==> config.mk <==
export PLATFORM = sky130hd
export DESIGN_NAME = flush_controller
export DESIGN_NICKNAME = d
export VERILOG_FILES = /design/src/rtl/flush_pkg.sv /design/src/rtl/sat_counter.sv /design/src/rtl/flush_controller.sv
export SDC_FILE = /design/constraint.sdc
export NUM_CORES = 1
export LEC_CHECK = 0
export ABC_AREA = 1
export BUFFER_PORTS_ARGS = -buffer_cell sky130_fd_sc_hd__buf_2
export CAP_MARGIN = 20
export CORE_MARGIN = 2
export CORE_UTILIZATION = 44
export DETAILED_ROUTE_END_ITERATION = 8
export GPL_TIMING_DRIVEN = 1
export PLACE_DENSITY = 0.75
export SYNTH_ARGS = -nofsm -noshare
export SYNTH_HDL_FRONTEND = slang
export SYNTH_HIERARCHICAL = 1
export SYNTH_SLANG_ARGS = --single-unit
==> constraint.sdc <==
create_clock -name clk -period 1.5 [get_ports clk]
set_input_delay 0.075 -clock clk [delete_from_list [all_inputs] [get_ports clk]]
set_output_delay 0.075 -clock clk [all_outputs]
set_load 0.05 [all_outputs]
==> src/rtl/flush_pkg.sv <==
// Shared BranchChecker result encoding and the flush-decode helper.
// The same decode is used by the flush controller and the checkers on the BranchChecker side.
package flush_pkg;

  localparam int RES_W = 3;

  localparam logic [RES_W-1:0] RES_BR_TAKEN = 3'b100;
  localparam logic [RES_W-1:0] RES_JUMP     = 3'b110;

  // A result needs a front-end flush only when it changes control flow.
  function automatic logic is_flush(input logic [RES_W-1:0] result);
    return (result == RES_BR_TAKEN) || (result == RES_JUMP);
  endfunction

endpackage

==> src/rtl/sat_counter.sv <==
// Saturating up-counter. It has a synchronous clear and an asynchronous active-high reset.
// The clear only discards the old value. An increment in the same cycle still counts, so the
// counter reads 1 after a clear that arrives together with an increment.
module sat_counter #(
  parameter int WIDTH = 16
) (
  input  logic             clk,
  input  logic             rst,
  input  logic             i_inc,
  input  logic             i_clr,
  output logic [WIDTH-1:0] o_cnt
);

  logic [WIDTH-1:0] r_cnt;
  logic             w_at_max;

  assign w_at_max = (r_cnt == {WIDTH{1'b1}});

  // Count update: clear first, then saturating increment.
  always_ff @(posedge clk or posedge rst) begin
    if (rst) begin
      r_cnt <= '0;
    end else if (i_clr) begin
      r_cnt <= i_inc ? WIDTH'(1) : '0;
    end else if (i_inc && !w_at_max) begin
      r_cnt <= r_cnt + WIDTH'(1);
    end
  end

  assign o_cnt = r_cnt;

endmodule

==> src/rtl/flush_controller.sv <==
// Front-end flush controller. It decodes the BranchChecker result and squashes the IF/FD pipe
// registers. In the trigger cycle all stages are flushed with zero latency. Stage 0 (FD) then
// stays flushed for the rest of a FLUSH_CYCLES window, which covers the synchronous-IMEM fetch
// latency. The controller also registers the redirect target and counts flushes.
module flush_controller
  import flush_pkg::*;
#(
  parameter int XLEN         = 32,
  parameter int NUM_STAGES   = 1,
  parameter int FLUSH_CYCLES = 1,
  parameter int CNT_W        = 16
) (
  input  logic                  clk,
  input  logic                  rst,
  input  logic                  en_i,
  input  logic [RES_W-1:0]      result_i,
  input  logic [XLEN-1:0]       target_i,
  input  logic                  stall_i,
  input  logic                  clear_cnt_i,
  output logic [NUM_STAGES-1:0] flush_o,
  output logic                  busy_o,
  output logic                  redirect_vld_o,
  output logic [XLEN-1:0]       redirect_pc_o,
  output logic [CNT_W-1:0]      flush_count_o
);

  // win_cnt counts the window cycles that remain after the trigger cycle.
  // It is a single bit when FLUSH_CYCLES == 1, and then only ever holds 0.
  localparam int WIN_W = (FLUSH_CYCLES > 1) ? $clog2(FLUSH_CYCLES) : 1;
  localparam logic [WIN_W-1:0] WIN_RELOAD = WIN_W'(FLUSH_CYCLES - 1);

  logic                  w_trigger;
  logic                  w_busy;
  logic [NUM_STAGES-1:0] w_flush_vec;
  logic [WIN_W-1:0]      r_win_cnt;
  logic                  r_redirect_vld;
  logic [XLEN-1:0]       r_redirect_pc;

  // result_i is decoded directly, without a register, so the flush lands in the same cycle.
  assign w_trigger = en_i & is_flush(result_i);
  assign w_busy    = (r_win_cnt != '0);

  // Flush vector: a running window holds FD only, and a trigger ORs in every stage.
  always_comb begin
    w_flush_vec    = '0;
    w_flush_vec[0] = w_busy;
    if (w_trigger) begin
      w_flush_vec = '1;
    end
  end

  // Window countdown: a trigger restarts it, a stall freezes it, otherwise it drains to zero.
  always_ff @(posedge clk or posedge rst) begin
    if (rst) begin
      r_win_cnt <= '0;
    end else if (w_trigger) begin
      r_win_cnt <= WIN_RELOAD;
    end else if (w_busy && !stall_i) begin
      r_win_cnt <= r_win_cnt - WIN_W'(1);
    end
  end

  // Redirect: pulse one cycle after each trigger and hold the last captured target.
  always_ff @(posedge clk or posedge rst) begin
    if (rst) begin
      r_redirect_vld <= 1'b0;
      r_redirect_pc  <= '0;
    end else begin
      r_redirect_vld <= w_trigger;
      if (w_trigger) begin
        r_redirect_pc <= target_i;
      end
    end
  end

  sat_counter #(
    .WIDTH (CNT_W)
  ) u_flush_cnt (
    .clk   (clk),
    .rst   (rst),
    .i_inc (w_trigger),
    .i_clr (clear_cnt_i),
    .o_cnt (flush_count_o)
  );

  assign flush_o        = w_flush_vec;
  assign busy_o         = w_busy;
  assign redirect_vld_o = r_redirect_vld;
  assign redirect_pc_o  = r_redirect_pc;

endmodule

### Yosys cells after proc, flatten, opt, wreduce, memory -nomap -nowiden

Cells that the tools add are included.

* bits in registers: 50
* bits of input ports: 40
* logic and storage cells: 23

* add/sub/neg operators: 2
* eq/ne operators: 3
* muxes and demuxes: 6
* bitwise operators: 1
* reduce and logical (&&, ||, !) cells: 7

Operator list (number)
* $mux 16: 2
* $add 16x1->16 const B: 1
* $eq 16x16->1 const B: 1
* $eq 3x3->1 const B: 2
* $mux 1: 4
* $reduce_bool 2->1: 2
* $logic_and 1x1->1: 2
* $logic_not 1->1: 2
* $and 1x1->1: 1
* $logic_or 1x1->1: 1
* $sub 1x1->1 const B: 1

### Logic depth before layout (Yosys ltp)

* word-level depth: 6
* gate-level depth with buffers: 10
* mapped depth without buffers: 10

### Hierarchy

Netlist, hierarchy kept.

By module, submodules not included
* flush_controller: instances 1, cells each 152, area an instance 1433.9 um2
* sat_counter: instances 1, cells each 151, area an instance 1036.0 um2

### Worst setup path before layout

OpenSTA, ideal clock, no wires.

* path type: reg2reg
* from: reg u_flush_cnt.r_cnt[1], in the netlist u_flush_cnt/o_cnt[1]
* to: reg u_flush_cnt.r_cnt[3], in the netlist u_flush_cnt/o_cnt[3]
* setup time: 0.066 ns
* arrival time: 1.764 ns
* required time: 1.434 ns
* slack: -0.331 ns
* cell stages (with the launch flop): 11
* path buffers: 1
* period minus slack after synthesis: 1.831 ns
* path through: dfrtp_1 ha_1 nand2_1 nor2_2 nand2_2 nor2_4 nor2_4 nor2_4 buf_6 nand2_1 nand2_1

* longest elaborated chain between the ends: 4
* elaborated cells on any way between the ends: 7

Ends and longest elaborated chain
* from (decl): line sat_counter.sv:14 `logic [WIDTH-1:0] r_cnt;`
* from (signal assigned): line sat_counter.sv:24 `r_cnt <= i_inc ? WIDTH'(1) : '0;`
* from (signal assigned): line sat_counter.sv:26 `r_cnt <= r_cnt + WIDTH'(1);`
* branches (longest 4 deep; another with $add 16x1->16)

Parallel ways; which one is timed is not known. The select of a mux whose other input is x is not followed.
A chain may end at the register's enable or synchronous reset.

### Final worst setup path

* from: reg u_flush_cnt.r_cnt[6], in the netlist u_flush_cnt/o_cnt[6]
* to: reg u_flush_cnt.r_cnt[0], in the netlist u_flush_cnt/o_cnt[0]

* longest elaborated chain between the ends: 4

Ends and longest elaborated chain
* $eq 16x16->1: line sat_counter.sv:17 `assign w_at_max = (r_cnt == {WIDTH{1'b1}});`
* $logic_not 1->1: line sat_counter.sv:25 `end else if (i_inc && !w_at_max) begin`
* $logic_and 1x1->1: line sat_counter.sv:25
* $reduce_bool 2->1 (no line)

Every way passes these cells.

==> impl_metrics.xml <==
<?xml version="1.0" encoding="UTF-8"?>
<metrics>
  <group name="pwr">
    <metric name="switching_fraction" unit="%">37.2</metric>
    <metric name="p_comb_share" unit="%">28.4</metric>
    <metric name="p_switching" unit="mW">1.32</metric>
    <metric name="pwr-share-seq" unit="%">44.2</metric>
    <metric name="power_density_of_the_placed_cells" unit="mW/mm2">1090</metric>
    <metric name="irDropWorstVdd" unit="mV">0.590</metric>
    <metric name="leakage_power_summed_over_all_cells" unit="nW">1.80</metric>
    <metric name="cell_internal_pwr" unit="mW">2.22</metric>
    <metric name="relative_contribution_of_the_clock_network_to_total_power" unit="%">27.3</metric>
  </group>
  <group name="finish">
    <metric name="instances_no_fill" unit="">476</metric>
    <metric name="final_net_count" unit="">444</metric>
    <metric name="utilization" unit="%">59.4</metric>
    <metric name="antennaDiodeCount" unit="">0</metric>
    <metric name="drive_above_1_share" unit="%">38.6</metric>
    <metric name="areaGrowthSynthToFinish" unit="%">31.5</metric>
    <metric name="fillers" unit="">506</metric>
  </group>
  <group name="drt">
    <metric name="iter_0_drt_violations" unit="">158</metric>
    <metric name="wirelength" unit="mm">6.32</metric>
    <metric name="viasPerCell" unit="">5.01</metric>
    <metric name="vias" unit="">2384</metric>
    <metric name="routed_wire_length_per_instance" unit="um">13.3</metric>
    <metric name="antenna_violating_nets_post_route" unit="">0</metric>
    <metric name="remaining_drc_errors" unit="">0</metric>
    <metric name="dr_pass1_iterations" unit="">4</metric>
  </group>
  <group name="global_routing">
    <metric name="grt_pass1_wl" unit="mm">10.6</metric>
    <metric name="antenna_found_initial" unit="">0</metric>
    <metric name="grt_use_total" unit="%">21.5</metric>
    <metric name="first_global_vias" unit="">2280</metric>
    <metric name="grt_start_max_net_pins" unit="">35</metric>
    <metric name="globalRoute.totalOverflow" unit="">0</metric>
  </group>
  <group name="setup_path">
    <metric name="critPathCaptureType" unit="">flip-flop</metric>
    <metric name="cp_data_required_time" unit="ps">1690</metric>
    <metric name="cp.arrival" unit="ps">1610</metric>
    <metric name="start_kind" unit="">flip-flop</metric>
    <metric name="worstPathMaxFanout" unit="">7</metric>
    <metric name="timing.setup.critical_path_class" unit="">reg2reg</metric>
  </group>
  <group name="clocking">
    <metric name="cts_root_buf" unit="">clkbuf_8</metric>
    <metric name="tritoncts" unit="">yes</metric>
    <metric name="clock_tree.htree_level_count" unit="">2</metric>
    <metric name="cts-root-to-sink-buffers" unit="">2</metric>
    <metric name="tritoncts_num_sinks" unit="">50</metric>
    <metric name="cts_buffers" unit="">5</metric>
    <metric name="clkSlewWorstSetupHoldPaths" unit="ps">100</metric>
    <metric name="insertion_delay" unit="ps">310</metric>
  </group>
  <group name="floorplan">
    <metric name="die_y" unit="um">78.9</metric>
    <metric name="die-width" unit="um">78.9</metric>
    <metric name="num_rows" unit="">27</metric>
    <metric name="design.die.area" unit="mm2">0.00623</metric>
    <metric name="initial_core_util" unit="%">45.1</metric>
    <metric name="count_of_pins_on_the_block_boundary" unit="">91</metric>
    <metric name="core_region_area" unit="mm2">0.00547</metric>
  </group>
  <group name="yosys">
    <metric name="synth_most_common_cell" unit="">nand2_1</metric>
    <metric name="synth_warnings" unit="">6</metric>
    <metric name="synth.cell_area" unit="mm2">0.00247</metric>
    <metric name="dominantRegCellSynth" unit="">dfrtp_1</metric>
    <metric name="post_synth.cell_area_avg" unit="um2">8.15</metric>
    <metric name="synthTopCellsByArea" unit="">dfrtp_1, nand2_1, nand4_1</metric>
    <metric name="ys_async_sr_fraction" unit="%">100</metric>
    <metric name="yosys-top-cells-count" unit="">nand2_1, dfrtp_1, nand4_1</metric>
    <metric name="number_of_enable_flip_flop_cells_after_synthesis" unit="">0</metric>
    <metric name="synthesis.instances" unit="">303</metric>
    <metric name="sequential_area_share_after_synthesis" unit="%">50.7</metric>
    <metric name="netlist-cell-type-count" unit="">24</metric>
    <metric name="number_of_synthesized_register_bits" unit="">50</metric>
    <metric name="number_of_nets_in_the_synthesized_netlist" unit="">344</metric>
    <metric name="proportion_of_netlist_area_held_by_the_largest_area_contributor" unit="%">50.7</metric>
    <metric name="synth.largest_area_cell" unit="">dfrtp_1</metric>
  </group>
  <group name="placement">
    <metric name="finalWeightedCongestion" unit="">0.844</metric>
    <metric name="port_buffers" unit="">89</metric>
    <metric name="detailed_place_hpwl" unit="mm">4.31</metric>
    <metric name="place_ws" unit="ps">-5.63</metric>
    <metric name="dp_cells" unit="">460</metric>
  </group>
  <group name="timing">
    <metric name="final_hold_violations" unit="">0</metric>
    <metric name="final_count_of_negative_setup_slack_endpoints" unit="">0</metric>
    <metric name="final_max_slew_viol_count" unit="">0</metric>
    <metric name="grt_setup_unrepaired" unit="">true</metric>
    <metric name="final.period_utilization" unit="%">94.7</metric>
    <metric name="hold-worst-slack" unit="ps">6.76</metric>
    <metric name="maxClockFrequency" unit="MHz">704</metric>
    <metric name="layout_min_cycle_time" unit="ps">1420</metric>
    <metric name="final_critical_path_setup_slack" unit="ps">80.0</metric>
    <metric name="skew" unit="ps">10.0</metric>
    <metric name="timing.slew.headroom" unit="%">56.7</metric>
    <metric name="finalSetupTns" unit="ps">0</metric>
    <metric name="worst_slew_pin_tran" unit="ps">649</metric>
  </group>
  <group name="job">
    <metric name="maxCapViolCount" unit="">0</metric>
  </group>
  <group name="outcome">
    <metric name="status" unit="">finished clean</metric>
  </group>
  <group name="worst_hold_path">
    <metric name="holdCritPathClass" unit="">in2reg</metric>
  </group>
</metrics>
-- routing by layer --
metal	share of wire (%)	track usage, %
met3	4.9	5.23
met5	0	0
met4	2.5	9.83
met1	44	27.7
met2	48	34.3
-- through the flow --
step,total power [mW],instance area (um2)
4_1_cts,3.56,3190
3_5_place_dp,2.58,3030
3_3_place_gp,2.56,3030
6_report,3.53,3250
2_1_floorplan,2.32,2510
5_1_grt,3.70,3250
-- repair_timing --
item                       in CTS  in global routing
pin swaps                       1                  1
resized for setup               0                 14
setup endpoints to repair      13                 16
setup buffers                   3                  2
hold buffers                    3                  0
hold endpoints to repair       52                  0
cloned                          0                  0
-- final cells by class --
cell class,count,area [um2],share of cell area [%]
flip-flops and latches,50,1270,39.1
clock buffers,5,68.8,2.12
clock inverters,3,43.8,1.35
repair buffers,110,618,19.0
well taps,72,90.1,2.77
multi-input cells,216,1080,33.4
inverters,20,75.1,2.31
-- state kept, by name (all words and copies together) (netlist names) --
| register | count |
|---|---|
| redirect_pc_o | 32 |
| u_flush_cnt/o_cnt | 16 |
| busy_o | 1 |
| redirect_vld_o | 1 |
-- worst max-delay path, cell delays in order, from the launching register on --
cell      delay, ps
dfrtp_2         420
nand2_1         120
nor2_2          190
nand2_4          90
nor2_4          100
nor2_4           50
buf_4           150
a21boi_2        110
nand2_1          60
-- cells by family after synthesis --
logic type	after synthesis	share of synthesized area (%)
and+or+nand+nor	202	37.5
AOI/OAI and AO/OA	9	2.03
adders and majority gates	1	0.507
xor gates and xnor gates	4	1.42
buffers and inverters	37	7.85
DFF	50	50.7
-- power by group through the flow --
stage | combinational, mW | sequential (mW) | clock, mW
4_1_cts | 1.00 | 1.56 | 0.997
6_report | 1.01 | 1.56 | 0.966
5_1_grt | 1.07 | 1.58 | 1.06
2_1_floorplan | 0.224 | 2.10 | 0
3_3_place_gp | 0.976 | 1.58 | 0
3_5_place_dp | 0.990 | 1.58 | 0
-- cell usage in the layout, fill, tap and decap left out, types with 2 or more instances in the layout --
master	synthesis	final
nand3_1	13	13
nand2_2	3	9
nor2_4	3	4
clkbuf_8	0	5
buf_2	8	89
xor2_1	2	2
nor2_1	18	15
nand2_1	121	113
buf_4	4	16
xnor2_1	2	2
nor2_2	3	5
inv_1	17	17
buf_6	4	2
inv_2	3	3
dfrtp_2	0	14
dfrtp_1	50	36
nand2_4	0	2
o21ai_0	3	3
nand4_1	38	38
a21oi_1	4	4
dlygate4sd3_1	0	3
-- worst paths after layout --
path / startpoint / end / slack, ps / cells past startpoint
setup / recovery: u_flush_cnt/o_cnt[6]$_DFFE_PP0P_ / u_flush_cnt/o_cnt[0]$_DFFE_PP0P_ / 80 / 8
hold / removal: target_i[20] / redirect_pc_o[20]$_DFFE_PP0P_ / 7 / 3
setup reg to reg: u_flush_cnt/o_cnt[6]$_DFFE_PP0P_ / u_flush_cnt/o_cnt[0]$_DFFE_PP0P_ / 80 / 8
hold reg to reg: redirect_pc_o[30]$_DFFE_PP0P_ / redirect_pc_o[30]$_DFFE_PP0P_ / 470 / 2
max in group asynchronous: rst / u_flush_cnt/o_cnt[0]$_DFFE_PP0P_ / 610 / 3
min in group asynchronous: rst / u_flush_cnt/o_cnt[12]$_DFFE_PP0P_ / 420 / 3
Power figures use the tool's default switching activity.
